$ cat src/rtl/leibniz_pi_engine.sv
// Fixed-point Leibniz-series pi accumulator built around one shared iterative restoring divider.
// Optional PI_AVG_EN: pi_out reports the average of the last two partial sums.
module leibniz_pi_engine #(
    parameter int unsigned FRAC_BITS = 48,
    parameter int unsigned INT_BITS  = 4,
    parameter int unsigned NUM       = 4,
    parameter int unsigned NTERMS_W  = 16
) (
    input  logic                          clk_2,
    input  logic                          reset,
    input  logic                          start,
    input  logic [NTERMS_W-1:0]           n_terms,
    output logic                          busy,
    output logic                          done,
    output logic [INT_BITS+FRAC_BITS-1:0] pi_out,
    output logic [NTERMS_W-1:0]           term_idx,
    output logic [NTERMS_W:0]             den_out
);

    localparam int unsigned ACC_W = INT_BITS + FRAC_BITS;
    localparam int unsigned REM_W = ACC_W + 1;
    localparam int unsigned DEN_W = NTERMS_W + 1;
    localparam int unsigned CMP_W = (REM_W + 1 > DEN_W) ? REM_W + 1 : DEN_W;
    localparam int unsigned CNT_W = $clog2(ACC_W + 1);
    localparam logic [ACC_W-1:0] DIVIDEND = ACC_W'(NUM) << FRAC_BITS;

    typedef enum logic [2:0] {
        S_IDLE,
        S_LOAD,
        S_DIV,
        S_ACC,
        S_DONE
    } state_t;

    state_t               state_q;
    logic [NTERMS_W-1:0]  nlat_q;
    logic [REM_W-1:0]     rem_q;
    logic [ACC_W-1:0]     qsr_q;
    logic [CNT_W-1:0]     cnt_q;
    logic [ACC_W-1:0]     sum_q;
    logic [DEN_W-1:0]     den_q;
    logic [NTERMS_W-1:0]  term_q;
    logic                 busy_q;
    logic                 done_q;

    logic [CMP_W-1:0]     shift_ext;
    logic [CMP_W-1:0]     den_ext;
    logic                 qbit_d;
    logic [REM_W-1:0]     rem_d;
    logic [ACC_W-1:0]     qsr_d;
    logic [CNT_W-1:0]     cnt_d;
    logic [ACC_W-1:0]     sum_d;
    logic [NTERMS_W-1:0]  term_d;

`ifdef PI_AVG_EN
    logic [ACC_W-1:0]     pi_q;
    logic [REM_W-1:0]     pair_sum;
    logic [ACC_W-1:0]     pi_d;
`endif

    // qsr shifts dividend bits out of the top while quotient bits fill from the bottom.
    always_comb begin
        shift_ext = CMP_W'({rem_q, qsr_q[ACC_W-1]});
        den_ext   = CMP_W'(den_q);
        qbit_d    = (shift_ext >= den_ext);
        rem_d     = qbit_d ? REM_W'(shift_ext - den_ext) : REM_W'(shift_ext);
        qsr_d     = {qsr_q[ACC_W-2:0], qbit_d};
        cnt_d     = cnt_q - CNT_W'(1);
        sum_d     = term_q[0] ? (sum_q - qsr_q) : (sum_q + qsr_q);
        term_d    = term_q + NTERMS_W'(1);
    end

`ifdef PI_AVG_EN
    // sum_q still holds S_{k-1} while S_k is being formed in ACC.
    always_comb begin
        pair_sum = REM_W'(sum_d) + REM_W'(sum_q);
        pi_d     = (term_d >= NTERMS_W'(2)) ? pair_sum[REM_W-1:1] : sum_d;
    end
`endif

    always_ff @(posedge clk_2 or negedge reset) begin
        if (!reset) begin
            state_q <= S_IDLE;
            nlat_q  <= '0;
            rem_q   <= '0;
            qsr_q   <= '0;
            cnt_q   <= '0;
            sum_q   <= '0;
            den_q   <= DEN_W'(1);
            term_q  <= '0;
            busy_q  <= 1'b0;
            done_q  <= 1'b0;
`ifdef PI_AVG_EN
            pi_q    <= '0;
`endif
        end else begin
            case (state_q)
                S_IDLE, S_DONE: begin
                    if (start) begin
                        nlat_q  <= n_terms;
                        sum_q   <= '0;
                        term_q  <= '0;
                        den_q   <= DEN_W'(1);
                        busy_q  <= 1'b1;
                        done_q  <= 1'b0;
                        state_q <= S_LOAD;
`ifdef PI_AVG_EN
                        pi_q    <= '0;
`endif
                    end
                end
                S_LOAD: begin
                    if (nlat_q == '0) begin
                        busy_q  <= 1'b0;
                        done_q  <= 1'b1;
                        state_q <= S_DONE;
                    end else begin
                        rem_q   <= '0;
                        qsr_q   <= DIVIDEND;
                        cnt_q   <= CNT_W'(ACC_W);
                        state_q <= S_DIV;
                    end
                end
                S_DIV: begin
                    rem_q <= rem_d;
                    qsr_q <= qsr_d;
                    cnt_q <= cnt_d;
                    if (cnt_d == '0) begin
                        state_q <= S_ACC;
                    end
                end
                S_ACC: begin
                    // A zero quotient means further terms cannot change the sum.
                    if (qsr_q == '0) begin
                        busy_q  <= 1'b0;
                        done_q  <= 1'b1;
                        state_q <= S_DONE;
                    end else begin
                        sum_q  <= sum_d;
                        term_q <= term_d;
                        den_q  <= den_q + DEN_W'(2);
`ifdef PI_AVG_EN
                        pi_q   <= pi_d;
`endif
                        if (term_d == nlat_q) begin
                            busy_q  <= 1'b0;
                            done_q  <= 1'b1;
                            state_q <= S_DONE;
                        end else begin
                            state_q <= S_LOAD;
                        end
                    end
                end
                default: state_q <= S_IDLE;
            endcase
        end
    end

    assign busy     = busy_q;
    assign done     = done_q;
    assign term_idx = term_q;
    assign den_out  = den_q;
`ifdef PI_AVG_EN
    assign pi_out   = pi_q;
`else
    assign pi_out   = sum_q;
`endif

endmodule

$ cat config.mk
export PLATFORM = sky130hd
export DESIGN_NAME = leibniz_pi_engine
export DESIGN_NICKNAME = d
export VERILOG_FILES = /design/src/rtl/leibniz_pi_engine.sv
export SDC_FILE = /design/constraint.sdc
export NUM_CORES = 1
export LEC_CHECK = 0
export CORE_MARGIN = 2
export CORE_UTILIZATION = 45
export CTS_BUF_LIST = sky130_fd_sc_hd__clkbuf_8
export DETAILED_ROUTE_END_ITERATION = 6
export REMOVE_ABC_BUFFERS = 1
export SLEW_MARGIN = 20
export SYNTH_ARGS = -nofsm -noshare
export SYNTH_HDL_FRONTEND = slang
export SYNTH_SLANG_ARGS = --single-unit
$ cat constraint.sdc
create_clock -name clk_2 -period 6 [get_ports clk_2]
set_input_delay 1.8 -clock clk_2 [delete_from_list [all_inputs] [get_ports clk_2]]
set_output_delay 1.8 -clock clk_2 [all_outputs]
set_load 0.01 [all_outputs]
Word-level counts from Yosys, hierarchy flattened:

Cells that the tools add are included.
Widths: inputs -> output; s select.

* reductions and logical operators: 13
* equality and inequality tests: 11
* muxes and demuxes: 33
* $lt $le $gt $ge: 1
* $add $sub $neg: 6

Operator list (number)
* $mux 52: 4
* $pmux 52 s2: 2
* $mux 53: 2
* $pmux 53 s2: 1
* $ge 54x17->1: 1
* $sub 53x17->53: 1
* $add 52x52->52: 1
* $logic_not 52->1: 1
* $sub 52x52->52: 1
* $mux 17: 2
* $pmux 17 s2: 1
* $mux 16: 2
* $pmux 16 s2: 1
* $add 17x2->17 const B: 1
* $add 16x1->16 const B: 1
* $eq 16x16->1: 1
* $logic_not 16->1: 1
* $mux 3: 5
* $pmux 3 s4: 1
* $pmux 6 s2: 1
* $ne 2x2->1 const B: 5
* $mux 1: 8
* $eq 3x2->1 const B: 2
* $logic_not 6->1: 1
* 13 further kinds: 17

* register bits after elaboration: 217
* word-level logic and storage cells: 74
* bits of input ports: 19
* output and inout port bits: 87

Depth between registers and ports, before layout:

Gate-level depths: netlist (run 1).

* depth in word-level cells: 5
* mapped depth: 21
* mapped depth without buffers: 20

Least setup slack after synthesis (run 1):

No wires, ideal clock.

* path type: register to register
* start point: register qsr_q[18]
* end point: register sum_q[47] (netlist: pi_out[47])
* setup time: 0.133 ns
* path slack: 1.314 ns
* data required time: 5.867 ns
* stages on the path, launching flop included: 20
* period minus slack after synthesis: 4.686 ns
* path buffers: 1
* arrival time: 4.552 ns
* path through: dfrtp_1 > or4_1 > or3_4 > nor4_4 > and3_1 > inv_1 > nor2_1 > nor2_1 > xnor2_1 > ha_1 > clkbuf_1 > a21oi_1 > nand2_1 > a211oi_1 > nor3_1 > a2111oi_0 > nor2_1 > a2111o_1 > xnor2_1 > o21ai_0

* word-level cells in the longest chain between the ends: 4
* elaborated cells between the ends (all ways): 8
* classes of those cells: 2 x add/sub; 1 x eq/ne; 3 x mux; 2 x reduce/logical

Ends and longest elaborated chain
* start, declared: RTL line 38 `logic [ACC_W-1:0] qsr_q;`
* start signal, assigned: RTL line 126 `qsr_q <= qsr_d;`
* $add 52x52->52 / $sub 52x52->52 (equally long branches): RTL line 69 `sum_d = term_q[0] ? (sum_q - qsr_q) : (sum_q + qsr_q);`
* $mux 52: RTL line 69
* $mux 52: RTL line 134 `if (qsr_q == '0) begin`
* $pmux 52 s2: RTL line 97 `case (state_q)`
* end signal, assigned: RTL line 139 `sum_q <= sum_d;`
* end, declared: RTL line 40 `logic [ACC_W-1:0] sum_q;`

Several ways; a longest one is shown, not always the timed one. The select of a mux whose other input is x is not followed.
A chain may end at the register's enable or synchronous reset.

Worst setup path in the final report (run 1):

* start point: register qsr_q[17]
* end point: register sum_q[47] (netlist: pi_out[47])

Same word-level chain as after synthesis.

==> impl_metrics.py, run 1 <==
metrics = {
    "synthesis": {
        "ys_top_cells_by_area": "dfrtp_1 (36%), xnor2_1 (7.5%), nand2_1 (6.8%), ha_1 (6.1%), o21ai_0 (5.9%)",
        "synth_common_cells": "nand2_1 (273), dfrtp_1 (216), o21ai_0 (178)",
        "synth_cells": 1821,
        "avgSynthCellArea_um2": 8.249,
        "ys_warn_count": 0,
        "synthFlopType": "dfrtp_1",
        "post-synth-top-area-fraction_pct": 35.98,
        "synth_most_common_cell": "nand2_1",
        "synth_area_mm2": 0.01502,
        "ys_seq_elements": 217,
        "synth_edf_count": 0,
        "yosysTopAreaCell": "dfrtp_1",
        "ys_seq_area_share_pct": 36.16,
        "synth.distinct_cells": 79,
        "async_flop_share_pct": 100.0,
    },
    "run": {
        "cap_viol_max_count": 0,
    },
    "clocking": {
        "clock_sinks": 217,
        "cts_hold_buf": 0,
        "path_clk_slew_ns": 0.06,
        "cts-resized-gates": 0,
        "cts_made_buffers": 42,
        "cts_tree": "yes",
        "cts_max_level": 2,
        "post_cts_buffers": 0,
        "clock_latency_ns": 0.60,
        "root_buffer": "clkbuf_8",
        "clockBufferDepth": 3,
    },
    "routing": {
        "via_count": 13490,
        "drc": 0,
        "vias_per_cell": 5.704,
        "final_antenna_net_count": 0,
        "firstDrtPassIters": 5,
        "post_drt_wl_per_cell_um": 17.92,
        "drt-initial-drc-count": 836,
        "routed_wl_mm": 42.35,
    },
    "pwr": {
        "p_leak_nw": 7.424,
        "power_mw": 11.78,
        "ir_worst_vdd_mv": 0.3284,
        "power_density_mw_per_mm2": 684.0,
    },
    "timing": {
        "slew_viol_final": 0,
        "setup_viol": 0,
        "tns_ns": 0,
        "relSlewSlack_pct": 34.35,
        "hold_violations": 0,
        "finalCritPeriodShare_pct": 90.73,
        "max_freq_mhz": 183.7,
        "period_needed_ns": 5.444,
        "finalClockSkew_ns": 0.04392,
        "max_slew.worst_pin.slew_ns": 0.9757,
        "rsz0062_at_grt": "false",
    },
    "floorplan": {
        "die_h_um": 186.7,
        "row_count": 66,
        "start_util_pct": 45.94,
        "pin_count": 106,
        "die_area_mm2": 0.03486,
        "die-width_um": 186.7,
        "fp.coreArea_mm2": 0.03270,
    },
    "place": {
        "gp_congestion": 0.8971,
        "dp_hpwl_mm": 30.23,
        "io_buffers": 105,
    },
    "finish": {
        "nNetsFinal": 1986,
        "drive_above_1_share_pct": 6.143,
        "multiInputGateArea_mm2": 0.008967,
        "area.growth.synth_to_final_pct": 14.66,
        "fillers": 3130,
        "seqCellArea_mm2": 0.005433,
    },
    "global_routing": {
        "grt_usage_pct": 24.14,
        "grt_pass1_wl_mm": 69.01,
        "grt_overflow": 0,
        "antenna_found_initial": 1,
        "grt_pass1_vias": 12850,
        "grt_max_degree": 111,
    },
    "worst_setup_path": {
        "endpoint_kind": "register",
        "crit_required_ns": 6.48,
        "crit_arrival_ns": 5.92,
        "path_common_cell": "nor2_1",
        "path_cells": "or4_1 > or3_4 > nor4_4 > buf_4 > and3_1 > inv_1 > nor2_1 > nor2_1 > xnor2_1 > ha_1 > a21oi_1 > nand2_1 > a211oi_1 > nor3_1 > a2111oi_0 > nor2_1 > a2111o_1 > xnor2_1 > o21ai_0",
        "cp-start-kind": "register",
        "cp_max_fo": 8,
        "critical_path_class": "reg -> reg",
        "slowest_stage": "a2111oi_0",
        "cp_slowest_stage_delay_ns": 0.68,
    },
    "run_status": {
        "outcome": "complete, no violations",
    },
    "hold_path": {
        "min_path_type": "reg -> reg",
    },
}
## power breakdown
| part | switching (mW) | total [mW] | internal, mW |
|---|---|---|---|
| registers | 0.440 | 2.29 | 1.85 |
| logic | 4.84 | 8.00 | 3.17 |
| clock network | 0.675 | 1.49 | 0.817 |
## critical path, delay by kind of cell, from the launching register on
kind / cells / cell delay [ns]
adders and majority gates: 1 / 0.39
DFF: 1 / 0.45
xor gates and xnor gates: 2 / 0.29
AOI/OAI and AO/OA: 5 / 1.64
buffers and inverters: 2 / 0.26
and+or+nand+nor: 9 / 2.28
## placed cells by master, fill, tap and decap left out, types with 11 or more instances in the layout
cell,n
clkdlybuf4s50_1,104
nand4_1,28
a31oi_1,25
o21ai_0,178
a21oi_1,111
nand2_1,273
buf_4,17
inv_1,72
o21bai_1,14
nand2b_1,12
clkbuf_8,51
o31ai_1,40
mux2i_1,12
nor2b_1,13
a21o_1,32
nand3_1,76
nor2_1,125
o21ai_1,11
ha_1,73
dfrtp_1,215
nor4_1,22
xnor2_1,128
xor2_1,48
nor3_1,52
or3_1,15
## registers in the layout, summed over array words and instances (netlist names)
register / cells
den_out: 17
busy: 1
nlat_q: 16
done: 1
cnt_q: 6
rem_q: 53
qsr_q: 52
state_q: 3
term_idx: 16
pi_out: 52
## cell type report
class / instances / area share, %
antenna: 1 / 0.01453
clock buffer: 51 / 4.075
clock inverter: 22 / 0.7991
inverter: 60 / 1.308
multi-input combinational: 1448 / 52.06
sequential: 217 / 31.54
tap: 442 / 3.211
timing repair buffer: 123 / 6.988
## through the flow
step	setup slack (ns)	cell area [um^2]	std cells	util (%)	hold slack (ns)
4_1_cts	0.5306	17220	2363	52.66	0.4958
2_1_floorplan	0.2236	14600	1725	-	0.4596
5_1_grt	0.1722	17220	2363	52.66	0.5005
6_report	0.5561	17220	2364	52.67	0.4894
3_5_place_dp	0.6007	16380	2290	50.10	0.4739
3_3_place_gp	0.7277	16380	2290	50.10	0.4714
## layer usage
layer,part of all wire (%),vias up,global-route usage [%]
li1,-,6622,-
met1,47,6447,33.59
met2,46,352,39.32
met3,5.0,64,3.555
met4,2.4,0,6.502
met5,0,-,0
## logic make-up after synthesis
group	Yosys count	synth area share [%]
flops	217	36.16
xor+xnor	177	10.37
fa+ha+maj	75	6.347
mux	13	0.8746
compound gates	493	19.93
simple gates	690	22.01
buf+inv	156	4.306
## final timing paths
kind | startpoint | endpoint | slack, ns | cells after the start
min in group asynchronous | reset | pi_out[13] | 1.28 | 1
hold reg to reg | done | done | 0.49 | 1
max in group asynchronous | reset | rem_q[20] | 3.62 | 2
setup / recovery | qsr_q[17] | pi_out[47] | 0.56 | 19
setup reg to reg | qsr_q[17] | pi_out[47] | 0.56 | 19
hold / removal | done | done | 0.49 | 1
(Power assumes the default switching activity.)
==> run 2: changes to the inputs <==
==> constraint.sdc (replaced) <==
create_clock -name clk_2 -period 5.2 [get_ports clk_2]
set_input_delay 1.56 -clock clk_2 [delete_from_list [all_inputs] [get_ports clk_2]]
set_output_delay 1.56 -clock clk_2 [all_outputs]
set_load 0.01 [all_outputs]
==> impl_metrics.py, run 2 (synthesis gave the netlist of run 1 again) <==
metrics = {
    "finish": {
        "area.growth.synth_to_final_pct": 15.63,
        "design_area_mm2": 0.01737,
        "seqCellArea_mm2": 0.005433,
        "regMostFlops": "rem_q",
        "final_cell_mix": "nand2_1 (273), dfrtp_1 (215), o21ai_0 (178), xnor2_1 (128), nor2_1 (125)",
        "nNetsFinal": 1997,
        "finalNonFillerCells": 2377,
        "largest_reg_flops": 53,
        "post-route-util_pct": 53.11,
        "final_common_cell": "nand2_1",
        "multiInputGateArea_mm2": 0.008991,
        "drive_above_1_share_pct": 6.980,
        "fillers": 3149,
    },
    "routing": {
        "vias_per_cell": 5.668,
        "routed_wl_mm": 42.46,
        "drc": 0,
        "drt-initial-drc-count": 857,
        "firstDrtPassIters": 5,
        "post_drt_wl_per_cell_um": 17.86,
        "final_antenna_net_count": 0,
        "via_count": 13470,
    },
    "floorplan": {
        "pin_count": 106,
        "row_count": 66,
        "die_h_um": 186.7,
        "die_area_mm2": 0.03486,
        "die-width_um": 186.7,
        "fp.coreArea_mm2": 0.03270,
        "start_util_pct": 45.94,
    },
    "clocking": {
        "clock_sinks": 217,
        "cts_tree": "yes",
        "path_clk_slew_ns": 0.06,
        "cts_hold_buf": 0,
        "clock_latency_ns": 0.61,
        "cts_max_level": 2,
        "root_buffer": "clkbuf_8",
        "clockBufferDepth": 3,
        "cts_made_buffers": 42,
    },
    "worst_setup_path": {
        "crit_required_ns": 5.67,
        "cp-start-kind": "register",
        "endpoint_kind": "register",
        "critical_path_class": "reg -> reg",
        "cp_max_fo": 8,
        "crit_arrival_ns": 5.34,
    },
    "run_status": {
        "outcome": "complete, no violations",
    },
    "place": {
        "place_area_mm2": 0.01649,
        "gp_congestion": 0.9313,
        "io_buffers": 105,
        "place_inst": 2301,
        "dp_hpwl_mm": 30.12,
    },
    "pwr": {
        "ir_worst_vdd_mv": 0.3484,
        "power_density_mw_per_mm2": 794.7,
        "p_leak_nw": 7.499,
    },
    "timing": {
        "max_slew.worst_pin.slew_ns": 0.9851,
        "slew_viol_final": 0,
        "hold_violations": 0,
        "whs_ns": 0.4872,
        "setup_viol": 0,
        "rsz0062_at_grt": "false",
        "finalCritPeriodShare_pct": 93.79,
        "finalClockSkew_ns": 0.03300,
        "period_needed_ns": 4.877,
        "max_freq_mhz": 205.0,
        "relSlewSlack_pct": 33.72,
    },
    "global_routing": {
        "grt_max_degree": 106,
        "grt_overflow": 0,
        "grt_pass1_vias": 13230,
        "grt_usage_pct": 24.47,
        "grt_pass1_wl_mm": 69.87,
        "antenna_found_initial": 1,
    },
    "run": {
        "cap_viol_max_count": 0,
    },
    "hold_path": {
        "min_path_type": "reg -> reg",
    },
}
[run 2: area by class of cell]
cell class / count / share of cell area [%]
multi-input combinational: 1448 / 51.76
sequential: 217 / 31.28
timing repair buffer: 134 / 7.549
clock buffer: 52 / 4.120
tap: 442 / 3.184
inverter: 60 / 1.297
clock inverter: 23 / 0.7924
antenna: 1 / 0.01441
[run 2: metal layers]
layer / part of all wire (%) / routed length [um] / up-vias / GRT usage [%]
li1: - / - / 6640 / -
met1: 47 / 20090 / 6485 / 33.15
met2: 46 / 19590 / 286 / 40.12
met3: 4.5 / 1928 / 63 / 4.476
met4: 2.0 / 862 / 0 / 6.868
met5: 0 / 0 / - / 0
[run 2: power by group]
| part | internal (mW) | switching (mW) |
|---|---|---|
| clock network | 0.958 | 0.805 |
| registers | 2.13 | 0.502 |
| logic | 3.77 | 5.63 |
| total | 6.86 | 6.94 |
[run 2: timing repair]
item                       4_1_cts  5_1_grt
hold endpoints to repair         0        0
pin swaps                        0        1
setup endpoints to repair        3        3
resized for setup                2        2
buffers inserted                 0        0
[run 2: through the flow]
| step | total power, mW | setup WS, ns | TNS, ns |
|---|---|---|---|
| after floorplan | 9.298 | -0.5764 | -18.11 |
| after global placement | 11.88 | -0.2686 | -0.5564 |
| after detailed placement | 11.93 | -0.2882 | -0.6195 |
| after CTS | 13.78 | 0.1163 | 0 |
| after global routing | 15.01 | 0.01750 | 0 |
| final | 13.80 | 0.3231 | 0 |
[run 2: final timing paths]
path,start,endpoint,slack (ns),cells past startpoint
max reg2reg,qsr_q[17],pi_out[51],0.32,19
max,qsr_q[17],pi_out[51],0.32,19
max in group asynchronous,reset,pi_out[8],3.26,2
min reg2reg,cnt_q[5],cnt_q[5],0.49,1
min,cnt_q[5],cnt_q[5],0.49,1
min in group asynchronous,reset,pi_out[15],1.03,1
[run 2: critical path, cell delays in order, from the launching register on]
cell       delay, ns
dfrtp_1         0.45
or4_1           0.56
or3_4           0.39
nor4_4          0.38
and3_1          0.28
inv_1           0.06
nor2_1          0.13
nor2_1          0.07
xnor2_1         0.14
ha_1            0.44
a21oi_1         0.11
nand2_1         0.09
a211oi_1        0.06
nor3_2          0.38
a2111oi_4       0.09
buf_4           0.16
o31ai_1         0.36
nor2b_1         0.22
mux2i_1         0.09
a211o_1         0.26
